<file path="src/rtl/jtag_scan_master_if.sv">
// Command/response channel between a scan host and jtag_scan_master.
interface jtag_scan_master_if;
  logic        cmd_valid;
  logic        cmd_ready;
  logic        cmd_tlr;
  logic        cmd_is_ir;
  logic [5:0]  cmd_len;
  logic [31:0] cmd_data;
  logic        rsp_valid;
  logic [31:0] rsp_data;

  modport master (
    output cmd_valid, cmd_tlr, cmd_is_ir, cmd_len, cmd_data,
    input  cmd_ready, rsp_valid, rsp_data
  );

  modport slave (
    input  cmd_valid, cmd_tlr, cmd_is_ir, cmd_len, cmd_data,
    output cmd_ready, rsp_valid, rsp_data
  );
endinterface

</file>
<file path="src/rtl/jtag_scan_master.sv">
// JTAG initiator: expands host IR/DR scan commands into a full TAP walk from
// Run-Test/Idle and back, returning the TDO bits captured during Shift.
module jtag_scan_master #(
  parameter int CLK_DIV = 2
) (
  input  logic              clk,
  input  logic              rst_n,
  jtag_scan_master_if.slave bus,
  output logic              tck_o,
  output logic              tms_o,
  output logic              tdi_o,
  input  logic              tdo_i
);
  localparam int DIV_W = (CLK_DIV > 1) ? $clog2(CLK_DIV) : 1;
  localparam logic [DIV_W-1:0] DIV_LAST = DIV_W'(CLK_DIV - 1);
  localparam logic [4:0] WALK_LAST = 5'd5;

  // Each scan state names the TAP state the target occupies during that TCK.
  typedef enum logic [3:0] {
    RESET_WALK, IDLE, TLR_WALK, RTI, SEL_DR, SEL_IR, CAPTURE, SHIFT, EXIT1, UPDATE
  } state_e;

  state_e            state_r, state_s;
  logic [DIV_W-1:0]  div_cnt_r, div_cnt_s;
  logic              tck_r, tck_s;
  logic              tms_r, tms_s;
  logic              tdi_r, tdi_s;
  logic [4:0]        bit_cnt_r, bit_cnt_s;
  logic [4:0]        len_last_r, len_last_s;
  logic [31:0]       data_r, data_s;
  logic              is_ir_r, is_ir_s;
  logic [31:0]       tdo_sh_r, tdo_sh_s;
  logic              cmd_ready_r, cmd_ready_s;
  logic              rsp_valid_r, rsp_valid_s;
  logic [31:0]       rsp_data_r, rsp_data_s;

  // Index of the last shift bit: length 0 is treated as 1, anything above 32 as 32.
  function automatic logic [4:0] len_to_last(input logic [5:0] len);
    logic [5:0] m1;
    m1 = len - 6'd1;
    if (len == 6'd0) begin
      return 5'd0;
    end else if (len > 6'd32) begin
      return 5'd31;
    end else begin
      return m1[4:0];
    end
  endfunction

  // State and output registers.
  always_ff @(posedge clk or negedge rst_n) begin
    if (!rst_n) begin
      state_r     <= RESET_WALK;
      div_cnt_r   <= {DIV_W{1'b0}};
      tck_r       <= 1'b0;
      tms_r       <= 1'b1;
      tdi_r       <= 1'b0;
      bit_cnt_r   <= 5'd0;
      len_last_r  <= 5'd0;
      data_r      <= 32'd0;
      is_ir_r     <= 1'b0;
      tdo_sh_r    <= 32'd0;
      cmd_ready_r <= 1'b0;
      rsp_valid_r <= 1'b0;
      rsp_data_r  <= 32'd0;
    end else begin
      state_r     <= state_s;
      div_cnt_r   <= div_cnt_s;
      tck_r       <= tck_s;
      tms_r       <= tms_s;
      tdi_r       <= tdi_s;
      bit_cnt_r   <= bit_cnt_s;
      len_last_r  <= len_last_s;
      data_r      <= data_s;
      is_ir_r     <= is_ir_s;
      tdo_sh_r    <= tdo_sh_s;
      cmd_ready_r <= cmd_ready_s;
      rsp_valid_r <= rsp_valid_s;
      rsp_data_r  <= rsp_data_s;
    end
  end

  // Next-state logic: TCK phase timing, TMS/TDI per bit, TDO capture, handshake.
  always_comb begin
    state_s     = state_r;
    div_cnt_s   = div_cnt_r;
    tck_s       = tck_r;
    tms_s       = tms_r;
    tdi_s       = tdi_r;
    bit_cnt_s   = bit_cnt_r;
    len_last_s  = len_last_r;
    data_s      = data_r;
    is_ir_s     = is_ir_r;
    tdo_sh_s    = tdo_sh_r;
    cmd_ready_s = cmd_ready_r;
    rsp_valid_s = 1'b0;
    rsp_data_s  = rsp_data_r;

    if (state_r == IDLE) begin
      tck_s     = 1'b0;
      tms_s     = 1'b0;
      tdi_s     = 1'b0;
      div_cnt_s = {DIV_W{1'b0}};
      if (cmd_ready_r && bus.cmd_valid) begin
        cmd_ready_s = 1'b0;
        bit_cnt_s   = 5'd0;
        tms_s       = 1'b1;
        tdo_sh_s    = 32'd0;
        len_last_s  = len_to_last(bus.cmd_len);
        data_s      = bus.cmd_data;
        is_ir_s     = bus.cmd_is_ir;
        state_s     = bus.cmd_tlr ? TLR_WALK : RTI;
      end else begin
        cmd_ready_s = 1'b1;
      end
    end else if (div_cnt_r != DIV_LAST) begin
      div_cnt_s = div_cnt_r + DIV_W'(1);
    end else if (!tck_r) begin
      div_cnt_s = {DIV_W{1'b0}};
      tck_s     = 1'b1;
      if (state_r == SHIFT) begin
        tdo_sh_s[bit_cnt_r] = tdo_i;
      end else begin
        tdo_sh_s = tdo_sh_r;
      end
    end else begin
      // Falling TCK: present TMS/TDI for the next bit, or finish.
      div_cnt_s = {DIV_W{1'b0}};
      tck_s     = 1'b0;
      tdi_s     = 1'b0;
      case (state_r)
        RESET_WALK, TLR_WALK: begin
          if (bit_cnt_r == WALK_LAST) begin
            state_s   = IDLE;
            tms_s     = 1'b0;
            bit_cnt_s = 5'd0;
            if (state_r == TLR_WALK) begin
              rsp_valid_s = 1'b1;
              rsp_data_s  = 32'd0;
            end else begin
              rsp_valid_s = 1'b0;
            end
          end else begin
            bit_cnt_s = bit_cnt_r + 5'd1;
            tms_s     = (bit_cnt_r != 5'd4);
          end
        end
        RTI: begin
          state_s = SEL_DR;
          tms_s   = is_ir_r;
        end
        SEL_DR: begin
          state_s = is_ir_r ? SEL_IR : CAPTURE;
          tms_s   = 1'b0;
        end
        SEL_IR: begin
          state_s = CAPTURE;
          tms_s   = 1'b0;
        end
        CAPTURE: begin
          state_s   = SHIFT;
          bit_cnt_s = 5'd0;
          tms_s     = (len_last_r == 5'd0);
          tdi_s     = data_r[0];
        end
        SHIFT: begin
          if (bit_cnt_r == len_last_r) begin
            state_s = EXIT1;
            tms_s   = 1'b1;
          end else begin
            bit_cnt_s = bit_cnt_r + 5'd1;
            tms_s     = ((bit_cnt_r + 5'd1) == len_last_r);
            tdi_s     = data_r[bit_cnt_r + 5'd1];
          end
        end
        EXIT1: begin
          state_s = UPDATE;
          tms_s   = 1'b0;
        end
        UPDATE: begin
          state_s     = IDLE;
          tms_s       = 1'b0;
          rsp_valid_s = 1'b1;
          rsp_data_s  = tdo_sh_r;
        end
        default: begin
          state_s   = RESET_WALK;
          bit_cnt_s = 5'd0;
          tms_s     = 1'b1;
        end
      endcase
    end
  end

  assign tck_o         = tck_r;
  assign tms_o         = tms_r;
  assign tdi_o         = tdi_r;
  assign bus.cmd_ready = cmd_ready_r;
  assign bus.rsp_valid = rsp_valid_r;
  assign bus.rsp_data  = rsp_data_r;
endmodule

</file>
<file path="src/flat_wrapper.sv">
// flat-port wrapper written by rule: the top's interface ports become plain ports
module jtag_scan_master_flat 
#(
  parameter int CLK_DIV = 2
)
  (clk, rst_n, tck_o, tms_o, tdi_o, tdo_i, bus_cmd_valid, bus_cmd_tlr, bus_cmd_is_ir, bus_cmd_len, bus_cmd_data, bus_cmd_ready, bus_rsp_valid, bus_rsp_data);
  jtag_scan_master_if bus_i ();
  input  logic clk;
  input  logic rst_n;
  output logic tck_o;
  output logic tms_o;
  output logic tdi_o;
  input  logic tdo_i;
  input wire logic [$bits(bus_i.cmd_valid)-1:0] bus_cmd_valid;
  input wire logic [$bits(bus_i.cmd_tlr)-1:0] bus_cmd_tlr;
  input wire logic [$bits(bus_i.cmd_is_ir)-1:0] bus_cmd_is_ir;
  input wire logic [$bits(bus_i.cmd_len)-1:0] bus_cmd_len;
  input wire logic [$bits(bus_i.cmd_data)-1:0] bus_cmd_data;
  output wire logic [$bits(bus_i.cmd_ready)-1:0] bus_cmd_ready;
  output wire logic [$bits(bus_i.rsp_valid)-1:0] bus_rsp_valid;
  output wire logic [$bits(bus_i.rsp_data)-1:0] bus_rsp_data;
  assign bus_i.cmd_valid = bus_cmd_valid;
  assign bus_i.cmd_tlr = bus_cmd_tlr;
  assign bus_i.cmd_is_ir = bus_cmd_is_ir;
  assign bus_i.cmd_len = bus_cmd_len;
  assign bus_i.cmd_data = bus_cmd_data;
  assign bus_cmd_ready = bus_i.cmd_ready;
  assign bus_rsp_valid = bus_i.rsp_valid;
  assign bus_rsp_data = bus_i.rsp_data;
  jtag_scan_master #(.CLK_DIV(CLK_DIV)) u_core (.clk(clk), .rst_n(rst_n), .bus(bus_i), .tck_o(tck_o), .tms_o(tms_o), .tdi_o(tdi_o), .tdo_i(tdo_i));
endmodule
</file>
<file path="config.mk">
export PLATFORM = sky130hd
export DESIGN_NAME = jtag_scan_master_flat
export DESIGN_NICKNAME = d
export VERILOG_FILES = /design/src/rtl/jtag_scan_master_if.sv /design/src/rtl/jtag_scan_master.sv /design/src/flat_wrapper.sv
export SDC_FILE = /design/constraint.sdc
export NUM_CORES = 1
export LEC_CHECK = 0
export ABC_AREA = 1
export BUFFER_PORTS_ARGS = -buffer_cell sky130_fd_sc_hd__buf_2
export CORE_UTILIZATION = 45
export DETAILED_ROUTE_END_ITERATION = 10
export PLACE_DENSITY = 0.71
export SYNTH_ARGS = -nofsm -noshare
export SYNTH_HDL_FRONTEND = slang
export SYNTH_SLANG_ARGS = --single-unit
</file>
<file path="constraint.sdc">
create_clock -name clk -period 6.4 [get_ports clk]
set_input_delay 1.28 -clock clk [delete_from_list [all_inputs] [get_ports clk]]
set_output_delay 1.28 -clock clk [all_outputs]
set_load 0.05 [all_outputs]
</file>
==> impl_metrics.yaml, run 1 <==
timing:
  whs_ps: 466
  worst_pin_slew_ps: 1030
  maxSlewHeadroom: 0.316
  skew_ps: 7.61
  period_share: 0.582
  hold_viol: 0
  min_period_ps: 3720
  tns_ps: 0
  fmax_mhz: 269
  slew_viol_final: 0
  rsz0062_at_grt: "false"
  setup_viol: 0
setup_path:
  required_ps: 6750
  cp-startpoint: "u_core.state_r[1]$_DFFE_PN0P_"
  critPathLaunchType: "flop"
  r2r_slack_ps: 2680
  r2r_end: "u_core.len_last_r[3]$_DFFE_PN0P_"
  critPathKind: "flop to flop"
  timing.rr.start: "u_core.state_r[1]$_DFFE_PN0P_"
  critical_path.max_fanout: 38
  critPathArrivalTime_ps: 4080
  end_kind: "flop"
  crit_end: "u_core.len_last_r[3]$_DFFE_PN0P_"
  reg2reg_depth: 8
clocking:
  cts_tree: "built"
  cts_hold_buf: 0
  cts_buffers: 17
  cts_buffer_depth: 2
  postCtsSetupRepairBufs: 0
  ctsResizeCount: 0
  path_clk_slew_ps: 50
  cts_root_buf: "clkbuf_16"
  clkLatencyLatePin_ps: 420
  htreeDepth: 4
  clock-sinks: 117
synth:
  synth_seq_cells: 117
  synth_xor_area_frac: 0.0180
  synth_top_family_by_area: "simple AND/OR/NAND/NOR gates"
  yosys.area_share.simple: 0.249
  synth.yosys.seq_area_share: 0.503
  yosysWarnings: 0
  netlist_area_mm2: 0.00583
  synthCells: 727
  syn_avg_cell_area_um2: 8.02
  synth_nets: 777
  synth_mux_area_frac: 0
  synth_compound_area_frac: 0.131
  yosys.area_share.adder: 0.0129
  yosysUniqueCellTypes: 38
floorplan:
  die_area_mm2: 0.0134
  core_area_mm2: 0.0126
  die_x_um: 116
  die_h_um: 116
  start_util: 0.462
  rows: 41
  io_pins: 81
drt:
  wl_mm: 12.9
  wl_per_cell_um: 13.2
  drt.antenna.violating_nets: 0
  via_per_inst: 5.04
  dr.pass1.iters: 8
  drc: 0
  drtIter0Drc: 260
  vias: 4916
global_routing:
  grt_antenna_before_repair: 0
  overflow: 0
  grt_pass1_wl_mm: 21.6
  grt_pass1_vias: 4508
  grt_max_degree: 85
  grt_use_total: 0.210
run_status:
  outcome: "finished clean"
power_and_ir_drop:
  ir_worst_vdd_mv: 0.300
  leakage_uw: 0.00343
  intPower_uw: 1850
  p_clk_frac: 0.321
  seq_power_share: 0.347
  powerDensity_mw_per_mm2: 436
  switching_share: 0.383
  power_frac_comb: 0.331
  p_sw_uw: 1150
layout:
  final_util: 0.545
  drive_above_1_share: 0.167
  area_delta_synth_final_pct: 18.0
  n_antenna_cell: 0
  finalNetCount: 841
  n_fill_cell: 1197
  final_area_mm2: 0.00688
placement:
  post_dp_cell_area_mm2: 0.00628
  place.gp.congestion: 0.852
  io_buffers: 80
  hpwlAfterDp_mm: 8.56
hold_path:
  holdCritPathClass: "flop to flop"
job:
  cap_violations: 0
placed cells by master (no fill, tap or decap), drive strengths merged:
cell and count:
nand2 217, dfrtp 116, buf 82, o21ai 80, inv 80, nand3 73, nor2 40, o31ai 29
clkbuf 22, a21oi 16, xor2 8, clkinv 7, ha 6, nor3 5, xnor2 4, o22ai 3
bufinv 3, nand3b 2, or2 2, nand4 2, a2bb2oi 2, a31oi 1, a21o 1, o211ai 1
clkinvlp 1, dfstp 1
Yosys cell counts:
cell type | count | area, um2
inv_6 | 1 | 8.76
nand3b_1 | 2 | 15.0
nand3_1 | 70 | 350
o21ai_0 | 79 | 395
nor3_1 | 4 | 20.0
nand2_4 | 1 | 11.3
a21o_1 | 1 | 7.51
o211ai_1 | 1 | 7.51
xnor2_1 | 4 | 35.0
ha_1 | 6 | 75.1
o31ai_2 | 2 | 25.0
inv_1 | 75 | 282
buf_2 | 12 | 60.1
dfstp_2 | 1 | 26.3
a31oi_1 | 1 | 6.26
xor2_1 | 8 | 70.1
dfrtp_1 | 116 | 2900
nand3_2 | 2 | 20.0
o22ai_1 | 3 | 18.8
o21ai_1 | 1 | 5.00
or2_2 | 2 | 12.5
buf_1 | 1 | 3.75
nor2_2 | 3 | 18.8
clkinv_1 | 1 | 3.75
nand2_2 | 3 | 18.8
nand2_1 | 213 | 800
inv_2 | 4 | 15.0
buf_4 | 4 | 30.0
nor3_2 | 1 | 10.0
a21oi_1 | 16 | 80.1
nand3_4 | 1 | 17.5
nand4_1 | 2 | 12.5
o31ai_1 | 27 | 203
clkbuf_1 | 17 | 63.8
a2bb2oi_1 | 2 | 17.5
nor2_4 | 1 | 11.3
nor2_1 | 36 | 135
buf_6 | 3 | 33.8
kinds of logic (layout without fill, tap and decap cells):
logic type	after synthesis	after routing
AO/OA/AOI/OAI	133	133
adder cells (fa/ha/maj)	6	6
AND/OR/NAND/NOR	341	341
flip-flops	117	117
buffers and inverters	118	195
XOR/XNOR	12	12
state kept, by name, indices dropped and copies added, names as in the netlist:
signal	count
u_core.bit_cnt_r	5
u_core.bus.cmd_ready	1
u_core.bus.rsp_data	32
u_core.bus.rsp_valid	1
u_core.data_r	32
u_core.div_cnt_r	1
u_core.is_ir_r	1
u_core.len_last_r	5
u_core.state_r	4
u_core.tck_o	1
u_core.tdi_o	1
u_core.tdo_sh_r	32
u_core.tms_o	1
metrics by stage:
step / setup WS (ps) / power, uW / cells
floorplan: 4150 / 1810 / 727
detailed placement: 2470 / 2040 / 944
finish: 2680 / 3000 / 976
global placement: 2550 / 2020 / 944
global route: 2280 / 3210 / 976
CTS: 2670 / 3010 / 976
routing by layer:
layer | up-vias | GRT usage | wire length [um]
li1 | 2487 | - | -
met3 | 15 | 0.0638 | 595
met2 | 142 | 0.330 | 6140
met1 | 2272 | 0.274 | 6000
met5 | - | 0 | 0
met4 | 0 | 0.0786 | 165
power groups by stage:
| stage | sequential, uW | combinational [uW] | clock [uW] |
|---|---|---|---|
| 2_1_floorplan | 1040 | 767 | 0 |
| 3_3_place_gp | 1050 | 976 | 0 |
| 3_5_place_dp | 1050 | 989 | 0 |
| 4_1_cts | 1040 | 996 | 976 |
| 5_1_grt | 1060 | 1130 | 1020 |
| 6_report | 1040 | 993 | 964 |
cell type report:
| type | count | area (um2) | area share |
|---|---|---|---|
| flip-flops and latches | 117 | 2930 | 0.426 |
| multi-input cells | 492 | 2400 | 0.350 |
| clock buffers | 22 | 474 | 0.0689 |
| repair buffers | 82 | 418 | 0.0608 |
| inverters | 81 | 309 | 0.0449 |
| well taps | 172 | 215 | 0.0313 |
| clock inverters | 10 | 128 | 0.0186 |
worst min-delay path by stage:
stage                                    endpoint  slack (ps)                     startpoint  cells past startpoint
floorplan           u_core.data_r[10]$_DFFE_PN0P_         450  u_core.data_r[10]$_DFFE_PN0P_                      2
global placement         u_core.tms_o$_DFFE_PN1P_         460       u_core.tms_o$_DFFE_PN1P_                      2
detailed placement       u_core.tms_o$_DFFE_PN1P_         460       u_core.tms_o$_DFFE_PN1P_                      2
CTS                      u_core.tms_o$_DFFE_PN1P_         470       u_core.tms_o$_DFFE_PN1P_                      2
global route             u_core.tdi_o$_DFFE_PN0P_         490       u_core.tdi_o$_DFFE_PN0P_                      2
finish                   u_core.tms_o$_DFFE_PN1P_         470       u_core.tms_o$_DFFE_PN1P_                      2
worst max-delay path: stages, from the launching register on:
cell,delay [ps]
dfrtp_1,430
inv_2,90
nand2_2,70
nor2_4,440
nand3_2,760
inv_1,1050
o21ai_0,440
a31oi_1,260
a21o_1,100
(Power assumes the default switching activity.)
==> run 2, diff against run 1 <==
clock period = 3.8 ns   (was 6.4 ns; I/O delays follow)
==> impl_metrics.yaml, run 2 (synthesized netlist as in run 1, its figures left out) <==
drt:
  drc: 0
  drtIter0Drc: 279
  wl_per_cell_um: 13.1
  via_per_inst: 4.98
  drt.antenna.violating_nets: 0
  vias: 4879
  wl_mm: 12.8
  dr.pass1.iters: 5
timing:
  maxSlewHeadroom: 0.363
  min_period_ps: 2820
  tns_ps: 0
  period_share: 0.742
  rsz0062_at_grt: "false"
  setup_viol: 0
  fmax_mhz: 355
  setup_slack_ps: 979
  slew_viol_final: 0
  skew_ps: 11.6
  hold_viol: 0
  worst_pin_slew_ps: 954
layout:
  register_area_mm2: 0.00293
  mostFrequentLayoutCells: "nand2_1, dfrtp_1, o21ai_0, buf_2, inv_1"
  drive_above_1_share: 0.170
  n_antenna_cell: 0
  final_common_cell: "nand2_1"
  finalNetCount: 844
  fin_cells: 979
  n_fill_cell: 1214
  area_delta_synth_final_pct: 18.8
  multiInputGateArea_mm2: 0.00240
clocking:
  cts_root_buf: "clkbuf_16"
  cts_tree: "built"
  clock-sinks: 117
  cts_buffers: 17
  ctsResizeCount: 0
  cts_buffer_depth: 2
  clkLatencyLatePin_ps: 420
  cts_hold_buf: 0
  htreeDepth: 4
  postCtsSetupRepairBufs: 0
  path_clk_slew_ps: 50
floorplan:
  die_h_um: 116
  die_x_um: 116
  start_util: 0.462
  die_area_mm2: 0.0134
  core_area_mm2: 0.0126
  rows: 41
  io_pins: 81
power_and_ir_drop:
  leakage_uw: 0.00345
  powerDensity_mw_per_mm2: 731
  ir_worst_vdd_mv: 0.365
  power.total_uw: 5060
setup_path:
  required_ps: 4100
  critPathLaunchType: "flop"
  critPathKind: "flop to flop"
  critPathArrivalTime_ps: 3120
  critical_path.max_fanout: 29
  end_kind: "flop"
  r2r_slack_ps: 980
job:
  cap_violations: 0
placement:
  place_inst: 947
  io_buffers: 80
  dp_slack_ps: 1000
  place.gp.congestion: 0.890
  hpwlAfterDp_mm: 8.71
global_routing:
  grt_use_total: 0.210
  grt_pass1_wl_mm: 21.7
  grt_max_degree: 69
  overflow: 0
  grt_pass1_vias: 4584
  grt_antenna_before_repair: 0
run_status:
  outcome: "finished clean"
hold_path:
  holdCritPathClass: "input port to asynchronous set/reset pin"
==> run 2: changes by cell type in the layout (fill, tap and decap cells not counted) <==
cell	before	now
buf_12	0	1
clkbuf_8	3	4
clkinv_2	6	5
buf_4	3	5
clkinv_4	0	1
clkinvlp_4	1	0
==> run 2: final cells by class <==
class / instances / share of cell area
clock inverter: 9 / 0.0179
sequential: 117 / 0.423
tap: 172 / 0.0311
clock buffer: 23 / 0.0705
timing repair buffer: 85 / 0.0654
multi-input combinational: 492 / 0.347
inverter: 81 / 0.0446
==> run 2: path summary, 6_finish.rpt <==
path	start	endpoint	cells after the start
max	u_core.state_r[1]$_DFFE_PN0P_	u_core.tdo_sh_r[10]$_DFFE_PN0P_	9
min in group clk	u_core.tms_o$_DFFE_PN1P_	u_core.tms_o$_DFFE_PN1P_	2
min	rst_n	u_core.bus.rsp_data[2]$_DFFE_PN0P_	1
max reg2reg	u_core.state_r[1]$_DFFE_PN0P_	u_core.tdo_sh_r[10]$_DFFE_PN0P_	9
min reg2reg	u_core.tms_o$_DFFE_PN1P_	u_core.tms_o$_DFFE_PN1P_	2
max in group asynchronous	rst_n	u_core.data_r[23]$_DFFE_PN0P_	2
==> run 2: critical path: stages, from the launching register on <==
cell and delay (ps):
dfrtp_1 420, inv_2 90, nand2_2 70, nor2_4 390, inv_2 270, o21ai_1 210, nand2_4 170, inv_6 160
nand3_2 480, o31ai_1 420
==> run 2: metal layers <==
layer | vias to the layer above | wire, um | track usage
met5 | - | 0 | 0
met2 | 121 | 6050 | 0.325
met4 | 0 | 265 | 0.0855
li1 | 2492 | - | -
met3 | 26 | 596 | 0.0664
met1 | 2240 | 5870 | 0.275
==> run 2: through the flow <==
stage	util	cell area [um2]	hold WS [ps]
floorplan	-	5830	449
global placement	0.500	6310	460
detailed placement	0.500	6310	458
CTS	0.549	6920	475
global route	0.549	6920	495
finish	0.549	6920	448
==> run 2: power breakdown <==
group	switching (uW)	total [uW]	internal (uW)
clock network	541	1640	1090
logic	1130	1660	532
registers	244	1770	1520
